## config.mk

```make
export PLATFORM = sky130hd
export DESIGN_NAME = im_loader_flat
export DESIGN_NICKNAME = d
export VERILOG_FILES = /design/src/rtl/im_loader_pkg.sv /design/src/rtl/im_loader_if.sv /design/src/rtl/im_word_packer.sv /design/src/rtl/im_loader.sv /design/src/flat_wrapper.sv
export SDC_FILE = /design/constraint.sdc
export NUM_CORES = 1
export LEC_CHECK = 0
export ABC_AREA = 1
export BUFFER_PORTS_ARGS = -buffer_cell sky130_fd_sc_hd__buf_4
export CAP_MARGIN = 30
export CORE_MARGIN = 2
export CORE_UTILIZATION = 40
export DETAILED_ROUTE_END_ITERATION = 7
export PLACE_DENSITY = 0.64
export SYNTH_ARGS = -nofsm -noshare
export SYNTH_HDL_FRONTEND = slang
export SYNTH_HIERARCHICAL = 1
export SYNTH_SLANG_ARGS = --single-unit
```

## constraint.sdc

```tcl
create_clock -name clk -period 3 [get_ports clk]
set_input_delay 0.75 -clock clk [delete_from_list [all_inputs] [get_ports clk]]
set_output_delay 0.75 -clock clk [all_outputs]
set_load 0.01 [all_outputs]
```

## src/rtl/im_loader_pkg.sv

```systemverilog
// rtl/im_loader_pkg.sv - shared types and constants for the instruction-memory loader
package im_loader_pkg;

    localparam int BYTE_W = 8;
    localparam int LANES  = 4;
    localparam int LANE_W = 2;
    localparam int WORD_W = BYTE_W * LANES;

    typedef enum logic [1:0] {
        ST_IDLE   = 2'd0,
        ST_LOAD   = 2'd1,
        ST_FINISH = 2'd2,
        ST_DONE   = 2'd3
    } state_t;

endpackage

```

## src/rtl/im_loader_if.sv

```systemverilog
// rtl/im_loader_if.sv - byte-stream input and instruction-memory write port bundle
interface im_loader_if #(
    parameter int ADDR_W = 10
);
    logic                              s_valid;
    logic                              s_ready;
    logic [im_loader_pkg::BYTE_W-1:0]  s_data;
    logic                              s_last;
    logic                              im_we;
    logic [ADDR_W-1:0]                 im_addr;
    logic [im_loader_pkg::WORD_W-1:0]  im_wdata;

    // Loader side: consumes the stream, drives the memory write port.
    modport slave (
        input  s_valid, s_data, s_last,
        output s_ready, im_we, im_addr, im_wdata
    );

    // Host side: produces the stream, observes the memory write port.
    modport master (
        output s_valid, s_data, s_last,
        input  s_ready, im_we, im_addr, im_wdata
    );
endinterface

```

## src/rtl/im_word_packer.sv

```systemverilog
// rtl/im_word_packer.sv - big-endian byte-to-word packer with left-aligned padding
module im_word_packer
    import im_loader_pkg::*;
(
    input  logic              clk,
    input  logic              reset,
    input  logic              clear_i,
    input  logic              accept_i,
    input  logic [BYTE_W-1:0] data_i,
    input  logic              last_i,
    output logic [WORD_W-1:0] word_o,
    output logic              word_ready_o
);

    // Only the three previously accepted bytes are needed; the fourth is data_i itself.
    logic [LANE_W-1:0] lane_q, lane_d;
    logic [23:0]       pack_q, pack_d;

    // Form the left-aligned word including the incoming byte, and the next lane/pack state.
    always_comb begin
        word_ready_o = accept_i && ((lane_q == LANE_W'(LANES - 1)) || last_i);
        word_o       = '0;
        case (lane_q)
            2'd0:    word_o = {data_i, 24'h000000};
            2'd1:    word_o = {pack_q[7:0], data_i, 16'h0000};
            2'd2:    word_o = {pack_q[15:0], data_i, 8'h00};
            default: word_o = {pack_q[23:0], data_i};
        endcase
        lane_d = lane_q;
        pack_d = pack_q;
        if (clear_i) begin
            lane_d = '0;
            pack_d = '0;
        end else if (accept_i) begin
            pack_d = {pack_q[15:0], data_i};
            lane_d = word_ready_o ? '0 : lane_q + LANE_W'(1);
        end
    end

    // Lane and shift register; held across stream gaps.
    always_ff @(posedge clk or negedge reset) begin
        if (!reset) begin
            lane_q <= '0;
            pack_q <= '0;
        end else begin
            lane_q <= lane_d;
            pack_q <= pack_d;
        end
    end

endmodule

```

## src/rtl/im_loader.sv

```systemverilog
// rtl/im_loader.sv - loads a byte stream into instruction memory and holds the CPU in reset meanwhile
module im_loader
    import im_loader_pkg::*;
#(
    parameter int ADDR_W = 10,
    parameter int DEPTH  = 1024
) (
    input  logic              clk,
    input  logic              reset,
    input  logic              start,
    im_loader_if.slave        bus,
    output logic              cpu_hold,
    output logic              done,
    output logic [ADDR_W:0]   words,
    output logic              overflow,
    output logic [WORD_W-1:0] xsum
);

    localparam logic [ADDR_W:0] DEPTH_W = (ADDR_W + 1)'(DEPTH);

    state_t              state_q, state_d;
    logic                we_q, we_d;
    logic [ADDR_W-1:0]   addr_q, addr_d;
    logic [WORD_W-1:0]   wdata_q, wdata_d;
    logic [ADDR_W:0]     words_q, words_d;
    logic [WORD_W-1:0]   xsum_q, xsum_d;
    logic                ovf_q, ovf_d;

    logic                accept;
    logic                clear;
    logic                word_ready;
    logic [WORD_W-1:0]   word;

    assign accept = bus.s_valid && (state_q == ST_LOAD);
    assign clear  = start && ((state_q == ST_IDLE) || (state_q == ST_DONE));

    im_word_packer u_packer (
        .clk          (clk),
        .reset        (reset),
        .clear_i      (clear),
        .accept_i     (accept),
        .data_i       (bus.s_data),
        .last_i       (bus.s_last),
        .word_o       (word),
        .word_ready_o (word_ready)
    );

    // Next state, write registers and counters; a write past DEPTH only raises overflow.
    always_comb begin
        state_d = state_q;
        we_d    = 1'b0;
        addr_d  = addr_q;
        wdata_d = wdata_q;
        words_d = words_q;
        xsum_d  = xsum_q;
        ovf_d   = ovf_q;
        case (state_q)
            ST_IDLE:   if (start) state_d = ST_LOAD;
            ST_LOAD:   if (accept && bus.s_last) state_d = ST_FINISH;
            ST_FINISH: state_d = ST_DONE;
            ST_DONE:   if (start) state_d = ST_LOAD;
            default:   state_d = ST_IDLE;
        endcase
        if (clear) begin
            words_d = '0;
            xsum_d  = '0;
            ovf_d   = 1'b0;
        end
        if (word_ready) begin
            if (words_q == DEPTH_W) begin
                ovf_d = 1'b1;
            end else begin
                we_d    = 1'b1;
                addr_d  = words_q[ADDR_W-1:0];
                wdata_d = word;
                words_d = words_q + (ADDR_W + 1)'(1);
                xsum_d  = xsum_q ^ word;
            end
        end
    end

    // State and datapath registers; reset abandons any partial load.
    always_ff @(posedge clk or negedge reset) begin
        if (!reset) begin
            state_q <= ST_IDLE;
            we_q    <= 1'b0;
            addr_q  <= '0;
            wdata_q <= '0;
            words_q <= '0;
            xsum_q  <= '0;
            ovf_q   <= 1'b0;
        end else begin
            state_q <= state_d;
            we_q    <= we_d;
            addr_q  <= addr_d;
            wdata_q <= wdata_d;
            words_q <= words_d;
            xsum_q  <= xsum_d;
            ovf_q   <= ovf_d;
        end
    end

    assign bus.s_ready  = (state_q == ST_LOAD);
    assign bus.im_we    = we_q;
    assign bus.im_addr  = addr_q;
    assign bus.im_wdata = wdata_q;
    assign done         = (state_q == ST_DONE);
    assign cpu_hold     = (state_q != ST_DONE);
    assign words        = words_q;
    assign overflow     = ovf_q;
    assign xsum         = xsum_q;

endmodule

```

## src/flat_wrapper.sv

```systemverilog
// flat-port wrapper written by rule: the top's interface ports become plain ports
module im_loader_flat import im_loader_pkg::*;
#(
    parameter int ADDR_W = 10,
    parameter int DEPTH  = 1024
)
  (clk, reset, start, cpu_hold, done, words, overflow, xsum, bus_s_valid, bus_s_data, bus_s_last, bus_s_ready, bus_im_we, bus_im_addr, bus_im_wdata);
  im_loader_if #(.ADDR_W(ADDR_W)) bus_i ();
  input  logic clk;
  input  logic reset;
  input  logic start;
  output logic cpu_hold;
  output logic done;
  output logic [ADDR_W:0] words;
  output logic overflow;
  output logic [WORD_W-1:0] xsum;
  input wire logic [$bits(bus_i.s_valid)-1:0] bus_s_valid;
  input wire logic [$bits(bus_i.s_data)-1:0] bus_s_data;
  input wire logic [$bits(bus_i.s_last)-1:0] bus_s_last;
  output wire logic [$bits(bus_i.s_ready)-1:0] bus_s_ready;
  output wire logic [$bits(bus_i.im_we)-1:0] bus_im_we;
  output wire logic [$bits(bus_i.im_addr)-1:0] bus_im_addr;
  output wire logic [$bits(bus_i.im_wdata)-1:0] bus_im_wdata;
  assign bus_i.s_valid = bus_s_valid;
  assign bus_i.s_data = bus_s_data;
  assign bus_i.s_last = bus_s_last;
  assign bus_s_ready = bus_i.s_ready;
  assign bus_im_we = bus_i.im_we;
  assign bus_im_addr = bus_i.im_addr;
  assign bus_im_wdata = bus_i.im_wdata;
  im_loader #(.ADDR_W(ADDR_W), .DEPTH(DEPTH)) u_core (.clk(clk), .reset(reset), .start(start), .bus(bus_i), .cpu_hold(cpu_hold), .done(done), .words(words), .overflow(overflow), .xsum(xsum));
endmodule
```

==> flow_summary.yaml <==
outcome:
  status: "completed"
routing:
  drt_first_pass_iters: 5
  routed_via_density: 4.92
  vias: 5303
  wl_um: 15900
  final_antenna_net_count: 0
  drc_errors: 0
  drt-initial-drc-count: 395
  wl_per_cell_um: 14.7
floorplanning:
  ios: 103
  die_height_um: 127
  initial_utilization_pct: 40.4
  die_w_um: 127
  coreArea_sq_um: 15000
  num_rows: 45
  die_area_sq_um: 16200
cells_and_area:
  fillers: 1494
  areaGrowthSynthToFinish_pct: 22.7
  multi_input_area_sq_um: 2760
  drive_gt1_share_pct: 18.7
  regArea_sq_um: 2880
  antenna_cells: 0
  nNetsFinal: 899
clock_network:
  cts_buffers: 17
  clockBufferDepth: 2
  post_cts_buffers: 0
  cts_sinks: 115
  cts_tree: "yes"
  h-tree-depth: 4
  cts-root-buf: "clkbuf_16"
  clkTransAtPathRegs_ns: 0.05
  postCtsResizedCells: 0
  clock_latency_ns: 0.41
  postCtsHoldBufs: 0
timing:
  skew_ns: 0.00777
  fin_setup_tns_ns: 0
  min_period_ns: 2.22
  hold_viol: 0
  final.period_utilization_pct: 74.1
  max_freq_mhz: 450
  relSlewSlack_pct: 51.8
  rsz0062_at_grt: "no"
  final_max_slew_viol_count: 0
  worst_pin_slew_ns: 0.723
  setup_viol: 0
power_and_ir_drop:
  seq_power_share_pct: 35.4
  power_switching_mw: 2.23
  combPwrFrac_pct: 33.8
  power.total_mw: 6.13
  clockPowerShare_pct: 30.8
  vdd_ir_drop_max_mv: 0.483
  p_per_area_nw_per_um2: 821
  p_leak_nw: 4.07
  intPower_mw: 3.90
  p_sw_share_pct: 36.4
setup_path:
  critical_path_arrival_ns: 2.51
  critPathMaxFanout: 37
  endpoint_kind: "flop"
  critical_path_class: "reg2reg"
  critical_path.top_delay_family: "compound AO/OA/AOI/OAI gates"
  start_kind: "flop"
  required_ns: 3.28
  path_cells: "ha_1 -> inv_4 -> nand2_2 -> o22ai_1 -> xor2_1 -> nand2_1 -> o21ai_0 -> nand2_1 -> o21ai_0"
  slowest_stage: "dfrtp_1"
  cp_num_buf_inv: 1
  critPathMaxStageDelay_ns: 0.43
synthesis:
  synth-edff-count: 0
  synth_top_area_share_pct: 47.3
  ys_ff_latch: 115
  ys.flop_type: "dfrtp_1"
  synth_common_cells: "nand2_1, dfrtp_1, o21ai_0"
  syn_area_sq_um: 6080
  synth_compound_area_share_pct: 9.30
  synth_fp_nets: 809
  yosys_warnings: 6
  synth_top_family_by_area: "simple AND/OR/NAND/NOR gates"
  synth_adder_area_share_pct: 1.85
  yosys.cell_count.top_type: "nand2_1"
  seq_area_frac_synth_pct: 47.3
  ys_async_sr_fraction_pct: 100
  yosysTopAreaCell: "dfrtp_1"
  synth_mux_area_share_pct: 0
  syn_area_per_cell_sq_um: 7.73
  synth_cell_types: 28
  yosys-top-cells-area: "dfrtp_1, nand2_1, xor2_1"
  netlist_instances: 787
  synth_xor_area_share_pct: 5.47
  synth-simple-area-share_pct: 28.6
global_routing:
  track_usage_pct: 20.8
  grt_pass1_wl_um: 26400
  grt_overflow: 0
  grt_max_degree: 75
  antenna_found_initial: 0
  grt_pass1_vias: 4916
placement:
  place_congestion: 0.882
  portBuffers: 102
  dp_hpwl_um: 10800
min_path:
  hp-class: "in2async"
flow_run:
  cap_violations: 0
area by class of cell:
| cell class | instances | share of cell area [%] |
|---|---|---|
| flip-flops and latches | 115 | 38.6 |
| multi-input cells | 587 | 37.0 |
| repair buffers | 114 | 11.8 |
| clock buffers | 26 | 6.69 |
| well taps | 188 | 3.15 |
| inverters | 42 | 2.15 |
| clock inverters | 5 | 0.671 |
path summary, 6_finish.rpt:
check                                                      endpoint  depth (start not counted)                                  start  slack (ns)
worst max-delay path                       u_core/xsum[8]$_DFF_PN0_                          9  u_core/u_packer/lane_q[0]$_DFFE_PN0P_        0.78
worst min register to register    u_core/bus.im_addr[5]$_DFFE_PN0P_                          2      u_core/bus.im_addr[5]$_DFFE_PN0P_        0.47
worst max register to register             u_core/xsum[8]$_DFF_PN0_                          9  u_core/u_packer/lane_q[0]$_DFFE_PN0P_        0.78
min in group clk                  u_core/bus.im_addr[5]$_DFFE_PN0P_                          2      u_core/bus.im_addr[5]$_DFFE_PN0P_        0.47
worst min-delay path             u_core/bus.im_wdata[8]$_DFFE_PN0P_                          1                                  reset        0.39
max in group asynchronous       u_core/bus.im_wdata[22]$_DFFE_PN0P_                          2                                  reset        1.90
cell usage in the layout, fill, tap and decap left out, drive strengths merged:
master  count
nand2     361
dfrtp     115
buf       114
o21ai      94
inv        42
nor2       41
xor2       37
nand3      33
clkbuf     26
ha          9
clkinv      4
o22ai       4
nand4       2
o31ai       2
a21oi       2
bufinv      1
nor3        1
xnor2       1
registers in the layout (all words and copies together), names as in the netlist:
signal / cells
u_core/words: 11
u_core/xsum: 32
u_core/bus.im_wdata: 32
u_core/overflow: 1
u_core/u_packer/pack_q: 24
u_core/state_q: 2
u_core/bus.im_we: 1
u_core/bus.im_addr: 10
u_core/u_packer/lane_q: 2
through the flow:
stage	instance area, sq um	util (%)	hold slack [ns]	std cells	worst slack (ns)
5_1_grt	7460	49.6	0.453	1077	0.604
3_3_place_gp	6910	46.0	0.458	1046	0.755
4_1_cts	7460	49.6	0.416	1077	0.803
2_1_floorplan	6080	-	0.450	787	0.960
6_report	7460	49.6	0.394	1077	0.776
3_5_place_dp	6910	46.0	0.466	1046	0.683
cells by family after synthesis:
group	Yosys count
DFF	115
buffers and inverters	85
adders and majority gates	9
and+or+nand+nor	438
AOI/OAI and AO/OA	102
xor gates and xnor gates	38
power groups by stage:
stage / registers [mW] / clock network (mW) / logic (mW)
2_1_floorplan: 2.23 / 0 / 1.27
3_3_place_gp: 2.18 / 0 / 2.05
3_5_place_dp: 2.19 / 0 / 2.08
4_1_cts: 2.17 / 1.93 / 2.08
5_1_grt: 2.21 / 2.00 / 2.32
6_report: 2.17 / 1.89 / 2.07
metal layers:
metal / vias to the layer above / track usage (%) / share of wire, %
met4: 0 / 8.34 / 2.3
li1: 2650 / - / -
met2: 120 / 31.6 / 45
met3: 22 / 3.85 / 3.6
met5: - / 0 / 0
met1: 2511 / 29.6 / 49
worst reg2reg max path, cell delays in order, from the launching register on:
cell and delay, ns:
dfrtp_1 0.43, ha_1 0.38, inv_4 0.35, nand2_2 0.16
o22ai_1 0.34, xor2_1 0.12, nand2_1 0.08, o21ai_0 0.08
nand2_1 0.08, o21ai_0 0.07
(Power assumes the default switching activity.)
